==> src/rtl/uart_tx_arbiter_if.sv <==
// Handshake bundle between two packet requesters and a shared UART TX FIFO.
//   req0_* / req1_* : valid/data/last from each requester, ready back to it
//   fifo_full       : FIFO back-pressure flag
//   fifo_wr/wdata   : FIFO write strobe and data
//   grant           : one-hot current owner (00 = idle)
//   trunc_err       : one-cycle pulse after a forced release at MAX_LEN
// master = requester/FIFO side (testbench), slave = arbiter.
interface uart_tx_arbiter_if #(
  parameter int DATA_WIDTH = 8
);
  logic                  req0_valid;
  logic [DATA_WIDTH-1:0] req0_data;
  logic                  req0_last;
  logic                  req0_ready;
  logic                  req1_valid;
  logic [DATA_WIDTH-1:0] req1_data;
  logic                  req1_last;
  logic                  req1_ready;
  logic                  fifo_full;
  logic                  fifo_wr;
  logic [DATA_WIDTH-1:0] fifo_wdata;
  logic [1:0]            grant;
  logic                  trunc_err;

  modport master (
    output req0_valid, req0_data, req0_last, req1_valid, req1_data, req1_last, fifo_full,
    input  req0_ready, req1_ready, fifo_wr, fifo_wdata, grant, trunc_err
  );

  modport slave (
    input  req0_valid, req0_data, req0_last, req1_valid, req1_data, req1_last, fifo_full,
    output req0_ready, req1_ready, fifo_wr, fifo_wdata, grant, trunc_err
  );
endinterface

==> src/rtl/uart_tx_arbiter.sv <==
// Two-requester packet arbiter in front of a shared UART TX FIFO.
// A requester owns the FIFO for a whole packet (until a word with last=1),
// or until MAX_LEN words have been written, in which case the grant is
// force-released and trunc_err pulses for one cycle. Contention in IDLE is
// resolved by a round-robin pointer that points away from the last owner.
// Ports:
//   clk   : clock, rising edge
//   reset : synchronous active-low reset
//   bus   : uart_tx_arbiter_if.slave handshake bundle
module uart_tx_arbiter #(
  parameter int DATA_WIDTH = 8,
  parameter int MAX_LEN    = 16
) (
  input  logic                clk,
  input  logic                reset,
  uart_tx_arbiter_if.slave    bus
);

  // Counter only has to reach MAX_LEN-1; the MAX_LEN-th transfer releases.
  localparam int            CW       = (MAX_LEN > 2) ? $clog2(MAX_LEN) : 1;
  localparam logic [CW-1:0] LAST_IDX = CW'(MAX_LEN - 1);

  typedef enum logic [1:0] {IDLE, OWN0, OWN1} state_e;

  state_e        state_q, state_d;
  logic          ptr_q, ptr_d;
  logic [CW-1:0] cnt_q, cnt_d;
  logic          trunc_q, trunc_d;

  always_ff @(posedge clk) begin
    if (!reset) begin
      state_q <= IDLE;
      ptr_q   <= 1'b0;
      cnt_q   <= '0;
      trunc_q <= 1'b0;
    end else begin
      state_q <= state_d;
      ptr_q   <= ptr_d;
      cnt_q   <= cnt_d;
      trunc_q <= trunc_d;
    end
  end

  logic                  xfer, own_last;
  logic [DATA_WIDTH-1:0] own_data;

  always_comb begin
    state_d         = state_q;
    ptr_d           = ptr_q;
    cnt_d           = cnt_q;
    trunc_d         = 1'b0;
    xfer            = 1'b0;
    own_last        = 1'b0;
    own_data        = '0;
    bus.req0_ready  = 1'b0;
    bus.req1_ready  = 1'b0;
    bus.fifo_wr     = 1'b0;
    bus.fifo_wdata  = '0;
    bus.grant       = 2'b00;

    unique case (state_q)
      IDLE: begin
        cnt_d = '0;
        if (bus.req0_valid && bus.req1_valid) state_d = ptr_q ? OWN1 : OWN0;
        else if (bus.req0_valid)              state_d = OWN0;
        else if (bus.req1_valid)              state_d = OWN1;
      end
      OWN0: begin
        bus.grant      = 2'b01;
        bus.req0_ready = !bus.fifo_full;
        xfer           = bus.req0_valid && !bus.fifo_full;
        own_last       = bus.req0_last;
        own_data       = bus.req0_data;
      end
      OWN1: begin
        bus.grant      = 2'b10;
        bus.req1_ready = !bus.fifo_full;
        xfer           = bus.req1_valid && !bus.fifo_full;
        own_last       = bus.req1_last;
        own_data       = bus.req1_data;
      end
      default: state_d = IDLE;
    endcase

    if (xfer) begin
      bus.fifo_wr    = 1'b1;
      bus.fifo_wdata = own_data;
      cnt_d          = cnt_q + 1'b1;
      // last wins over truncation when both hit on the same word
      if (own_last || cnt_q == LAST_IDX) begin
        state_d = IDLE;
        ptr_d   = (state_q == OWN0);
        trunc_d = !own_last;
      end
    end

    // Keep the outward handshake quiet while reset is asserted, even before
    // the first edge has brought the state register to IDLE.
    if (!reset) begin
      bus.req0_ready = 1'b0;
      bus.req1_ready = 1'b0;
      bus.fifo_wr    = 1'b0;
      bus.fifo_wdata = '0;
      bus.grant      = 2'b00;
    end
  end

  assign bus.trunc_err = trunc_q;

endmodule

==> src/flat_wrapper.sv <==
// flat-port wrapper written by rule: the top's interface ports become plain ports
module uart_tx_arbiter_flat 
#(
  parameter int DATA_WIDTH = 8,
  parameter int MAX_LEN    = 16
)
  (clk, reset, bus_req0_valid, bus_req0_data, bus_req0_last, bus_req1_valid, bus_req1_data, bus_req1_last, bus_fifo_full, bus_req0_ready, bus_req1_ready, bus_fifo_wr, bus_fifo_wdata, bus_grant, bus_trunc_err);
  uart_tx_arbiter_if #(.DATA_WIDTH(DATA_WIDTH)) bus_i ();
  input  logic clk;
  input  logic reset;
  input wire logic [$bits(bus_i.req0_valid)-1:0] bus_req0_valid;
  input wire logic [$bits(bus_i.req0_data)-1:0] bus_req0_data;
  input wire logic [$bits(bus_i.req0_last)-1:0] bus_req0_last;
  input wire logic [$bits(bus_i.req1_valid)-1:0] bus_req1_valid;
  input wire logic [$bits(bus_i.req1_data)-1:0] bus_req1_data;
  input wire logic [$bits(bus_i.req1_last)-1:0] bus_req1_last;
  input wire logic [$bits(bus_i.fifo_full)-1:0] bus_fifo_full;
  output wire logic [$bits(bus_i.req0_ready)-1:0] bus_req0_ready;
  output wire logic [$bits(bus_i.req1_ready)-1:0] bus_req1_ready;
  output wire logic [$bits(bus_i.fifo_wr)-1:0] bus_fifo_wr;
  output wire logic [$bits(bus_i.fifo_wdata)-1:0] bus_fifo_wdata;
  output wire logic [$bits(bus_i.grant)-1:0] bus_grant;
  output wire logic [$bits(bus_i.trunc_err)-1:0] bus_trunc_err;
  assign bus_i.req0_valid = bus_req0_valid;
  assign bus_i.req0_data = bus_req0_data;
  assign bus_i.req0_last = bus_req0_last;
  assign bus_i.req1_valid = bus_req1_valid;
  assign bus_i.req1_data = bus_req1_data;
  assign bus_i.req1_last = bus_req1_last;
  assign bus_i.fifo_full = bus_fifo_full;
  assign bus_req0_ready = bus_i.req0_ready;
  assign bus_req1_ready = bus_i.req1_ready;
  assign bus_fifo_wr = bus_i.fifo_wr;
  assign bus_fifo_wdata = bus_i.fifo_wdata;
  assign bus_grant = bus_i.grant;
  assign bus_trunc_err = bus_i.trunc_err;
  uart_tx_arbiter #(.DATA_WIDTH(DATA_WIDTH), .MAX_LEN(MAX_LEN)) u_core (.clk(clk), .reset(reset), .bus(bus_i));
endmodule
==> config.mk <==
export PLATFORM = sky130hd
export DESIGN_NAME = uart_tx_arbiter_flat
export DESIGN_NICKNAME = d
export VERILOG_FILES = /design/src/rtl/uart_tx_arbiter_if.sv /design/src/rtl/uart_tx_arbiter.sv /design/src/flat_wrapper.sv
export SDC_FILE = /design/constraint.sdc
export NUM_CORES = 1
export LEC_CHECK = 0
export ABC_AREA = 1
export CAP_MARGIN = 20
export CELL_PAD_IN_SITES_DETAIL_PLACEMENT = 0
export CELL_PAD_IN_SITES_GLOBAL_PLACEMENT = 1
export CORE_MARGIN = 5
export CORE_UTILIZATION = 24
export CTS_BUF_LIST = sky130_fd_sc_hd__clkbuf_16
export DETAILED_ROUTE_END_ITERATION = 8
export HOLD_SLACK_MARGIN = 0.08
export PLACE_DENSITY_LB_ADDON = 0.25
export SYNTH_ARGS = -nofsm -noshare
export SYNTH_HDL_FRONTEND = slang
export SYNTH_SLANG_ARGS = --single-unit
==> constraint.sdc <==
create_clock -name clk -period 1.71 [get_ports clk]
set_clock_uncertainty 0.05 [all_clocks]
set_input_delay 0.171 -clock clk [delete_from_list [all_inputs] [get_ports clk]]
set_output_delay 0.171 -clock clk [all_outputs]
set_load 0.03 [all_outputs]
Yosys cells after proc, flatten, opt, wreduce, memory -nomap -nowiden
Cells that the tools add are included.
- input bits: 23
- output and inout bits: 14
- register bits after elaboration: 8
- logic and storage cells: 41
- muxes and demuxes: 22
- equal/unequal tests: 3
- add/sub/neg operators: 1
- reductions and logical operators: 11
- operators by type and width (operator ; count):
    8-bit 2-to-1 mux ; 2
    8-bit one-hot mux with 2 select lines ; 1
    2-bit 2-to-1 mux ; 7
    4-bit 2-to-1 mux ; 2
    2-bit one-hot mux with 2 select lines ; 2
    1-bit 2-to-1 mux ; 6
    4-bit by 1-bit adder with 4-bit output, second input constant ; 1
    4-bit == test, second input constant ; 1
    1-bit one-hot mux with 2 select lines ; 2
    1-bit logical AND ; 3
    3-bit AND reduction ; 1
    2-bit by 1-bit == test with 1-bit output, second input constant ; 1
    2-bit == test, second input constant ; 1
    1-bit logical NOT ; 2
    2-bit logical NOT ; 1
    2-bit AND reduction ; 1
    2-bit nonzero test ; 1
    2-bit OR reduction ; 1
    1-bit logical OR ; 1

Depth between registers and ports, before layout
- word-level depth: 6
- gate-level depth with buffers: 10
- gate-level depth less buffers: 9

Worst setup path after synthesis
Ideal clock, no wire load.
- kind: register to output
- start: register u_core.state_q[0]
- end: output bus_fifo_wdata[0]
- arrival time: 1.593 ns
- setup slack: -0.104 ns
- stages on the path, launching flop included: 8
- path buffers: 1
- data required time: 1.489 ns
- cells stage by stage: dfxtp_1 > inv_1 > ha_1 > buf_6 > nand2_4 > a21oi_4 > nand2_4 > a21oi_1
- longest elaborated chain between the ends: 4
- elaborated cells on any way between the ends: 6
- RTL lines (element ; line ; text):
    from (decl) ; uart_tx_arbiter.sv:25 ; state_e state_q, state_d;
    from (signal assigned) ; uart_tx_arbiter.sv:37 ; state_q <= state_d;
    2-bit == test or 2-bit by 1-bit == test with 1-bit output (tied branches) ; uart_tx_arbiter.sv:61 ; unique case (state_q)
    8-bit one-hot mux with 2 select lines or 1-bit one-hot mux with 2 select lines (tied branches) ; uart_tx_arbiter.sv:61 ;
    8-bit 2-to-1 mux * ; uart_tx_arbiter.sv:85 ; if (xfer) begin
    8-bit 2-to-1 mux * ; uart_tx_arbiter.sv:99 ; if (!reset) begin
    to (decl) ; flat_wrapper.sv:21 ; output wire logic [$bits(bus_i.fifo_wdata)-1:0] bus_fifo_wdata;
Every way passes the cells marked *; elsewhere a longest branch is shown, timed or not.

Worst setup path after layout
- start: register u_core.state_q[1]
- end: output bus_fifo_wdata[6]
The elaborated chain is that of the path after synthesis.

==> results.yml <==
status:
  outcome: "finished, violations left"
  violations: "setup timing"
sta:
  fmax_ghz: 0.5626
  final_critical_path_setup_slack_ns: -0.06731
  rsz_0062_raised_after_global_routing: "yes"
  summed_negative_setup_slack_over_all_endpoints_ns: -0.4330
  timing.final.hold_violations: 0
  final.min_clock_period_ns: 1.777
  setup-violations-final: 8
  transition_at_the_pin_with_the_smallest_max_transition_slack_ns: 0.3137
  timing.slew.headroom: 0.7902
  finalCritPeriodShare: 1.039
  drv_slew: 0
drt:
  wl_per_cell_um: 12.24
  initialDrtViolationCount: 34
  drc: 0
  drt_wl_total_um: 2204
  num_vias: 809
  first_pass_iters: 4
  drtAntennaViolNets: 0
  vias_per_cell: 4.494
power:
  comb_power_share: 0.316
  net_switching_power_of_the_design_uw: 234.9
  power_report.internal_total_uw: 634.2
  powerDensity_nw_per_um2: 675.1
  seq_power_share: 0.235
  share_clk_of_total_power: 0.449
  sw_frac_of_total: 0.2703
  power.leakage_nw: 0.5646
  vdd_ir_drop_max_v: 0.0006692
synth:
  seq_area_frac_synth: 0.2515
  synthesis.area_per_instance_um2: 6.306
  ys_ff_latch: 8
  postSynthCellCount: 101
  yosysUniqueCellTypes: 18
  synth_area_um2: 636.9
  warnings_from_yosys: 0
  post_syn_nets: 129
finish:
  syn2layout_area_growth_pct: 102.2
  insertedDiodeCount: 0
  final_core_util: 0.5150
  area.sequential_um2: 165.2
  number_of_nets_at_the_end_of_the_flow: 180
  mostFrequentLayoutCells: "sky130_fd_sc_hd__nand2_1 (36), sky130_fd_sc_hd__clkdlybuf4s50_1 (23), sky130_fd_sc_hd__buf_4 (16)"
  fillCellCount: 247
  drive_above_1_share: 0.3600
  most_common_cell_after_layout_fill_and_taps_aside: "sky130_fd_sc_hd__nand2_1"
  multiInputGateArea_um2: 508.0
  final_cell_area_um2: 1287
global_route:
  globalRouteTotalUtil: 0.1268
  grt_pass1_wl_um: 3491
  antenna_found_initial: 0
  grt_pass1_vias: 804
  grt_max_degree: 12
  grt-ovfl-total: 0
floorplanning:
  core_area_um2: 2500
  floorplan.die.height_um: 61.51
  die_width_um: 61.51
  start_util: 0.2548
  floorplan.die_area_um2: 3783
  num_rows: 18
  io_pins: 37
critical_path:
  critPathCaptureType: "output port"
  worstPathMaxFanout: 5
  worst_path_dominant_cell_family: "flip-flops"
  worst_path_max_delay_cell: "sky130_fd_sc_hd__dfxtp_4"
  crit_path_cell_trace: "inv_4 -> ha_4 -> nand2_4 -> a21oi_4 -> nand2_4 -> a21oi_2 -> buf_6"
  timing_worst_setup_path_type: "register to output port"
  worst_path_largest_cell_delay_ns: 0.37
  cell_repeated_most_along_the_worst_path: "sky130_fd_sc_hd__nand2_4"
  required_time_at_the_worst_slack_endpoint_ns: 1.49
  start_kind: "register"
  worst-path-buf-inv: 2
  timing.critical_path.arrival_ns: 1.56
clock_tree:
  clk_root_buffer_cell: "sky130_fd_sc_hd__clkbuf_16"
  ctsLongestPathBuffers: 2
  clock_insertion_delay_worst_skew_ns: 0.23
  path_clk_slew_ns: 0.04
  numClockSinks: 8
  cts_tree: "yes"
  cts-buffers-inserted: 3
  cts-htree-levels: 1
  hold_buffers: 0
run:
  maxCapViolCount: 0
placement:
  dp_worst_setup_slack_ns: 0.007464
  portBuffers: 36
  final_wtd_congestion: 0.7643
  placed_cell_area_um2: 1020
  dp_hpwl_um: 1620
hold_path:
  holdCritPathClass: "register to register"
[worst paths after layout]
check	start	cells after the start	to	slack (ns)
hold reg to reg	u_core.cnt_q[0]	1	u_core.cnt_q[0]	0.43
setup reg to reg	u_core.state_q[1]	8	u_core.bus.trunc_err	0.15
setup / recovery	u_core.state_q[1]	7	bus_fifo_wdata[6]	-0.07
hold / removal	u_core.cnt_q[0]	1	u_core.cnt_q[0]	0.43
[layer usage]
layer / wire length [um] / vias to the layer above / GRT usage
li1: - / 421 / -
met1: 935 / 356 / 0.1503
met5: 0 / - / 0
met3: 175 / 5 / 0.01468
met4: 57 / 0 / 0.08182
met2: 1035 / 27 / 0.2138
[synthesized netlist by cell type]
cell | n | area (um2)
sky130_fd_sc_hd__o21ai_2 | 1 | 8.760
sky130_fd_sc_hd__nand2_1 | 38 | 142.6
sky130_fd_sc_hd__a21oi_1 | 15 | 75.07
sky130_fd_sc_hd__nor3b_2 | 1 | 12.51
sky130_fd_sc_hd__o21ai_0 | 2 | 10.01
sky130_fd_sc_hd__a21oi_4 | 1 | 16.27
sky130_fd_sc_hd__nand2_4 | 2 | 22.52
sky130_fd_sc_hd__inv_2 | 1 | 3.750
sky130_fd_sc_hd__nand2_2 | 1 | 6.260
sky130_fd_sc_hd__buf_2 | 1 | 5.000
sky130_fd_sc_hd__buf_6 | 1 | 11.26
sky130_fd_sc_hd__clkbuf_1 | 1 | 3.750
sky130_fd_sc_hd__inv_1 | 11 | 41.29
sky130_fd_sc_hd__dfxtp_1 | 8 | 160.2
sky130_fd_sc_hd__nand3_1 | 6 | 30.03
sky130_fd_sc_hd__nand4_1 | 1 | 6.260
sky130_fd_sc_hd__nor2_1 | 5 | 18.77
sky130_fd_sc_hd__ha_1 | 5 | 62.56
[kinds of logic after synthesis]
group / after synthesis / synth area share
DFF: 8 / 0.2515
adders and majority gates: 5 / 0.09823
and+or+nand+nor: 54 / 0.3753
AOI/OAI and AO/OA: 19 / 0.1729
buffers and inverters: 15 / 0.1021
[power by group through the flow]
stage	clock, mW	combinational (mW)	sequential [mW]
after floorplan	0	0.110	0.203
after global placement	0	0.206	0.204
after detailed placement	0	0.208	0.204
after CTS	0.400	0.259	0.204
after global routing	0.419	0.302	0.205
final	0.390	0.275	0.205
[stage by stage]
step           hold slack [ns]  power (mW)  std cells
6_report                0.4271      0.8691        180
5_1_grt                 0.4805      0.9260        180
4_1_cts                 0.4299      0.8636        178
3_5_place_dp            0.4220      0.4121        169
3_3_place_gp            0.4170      0.4094        169
2_1_floorplan           0.2857      0.3134        101
[area by class of cell]
type                            count  share of cell area
Timing Repair Buffer               48              0.3508
Inverter                           12             0.03887
Sequential cell                     8              0.1283
Tap cell                           30             0.02915
Clock buffer                        3             0.05831
Multi-Input combinational cell     79              0.3946
[sequential cells by signal, summed over array words and instances (netlist names)]
signal                count
u_core.bus.trunc_err      1
u_core.ptr_q              1
u_core.state_q            2
u_core.cnt_q              4
[timing repair]
action,4_1_cts,5_1_grt
cloned,1,0
buffers inserted,5,2
gates resized for setup,33,2
pin swaps,3,2
setup endpoints to repair,11,10
endpoints found under the hold margin,0,0
No activity file was read; power rests on OpenSTA's default activity.
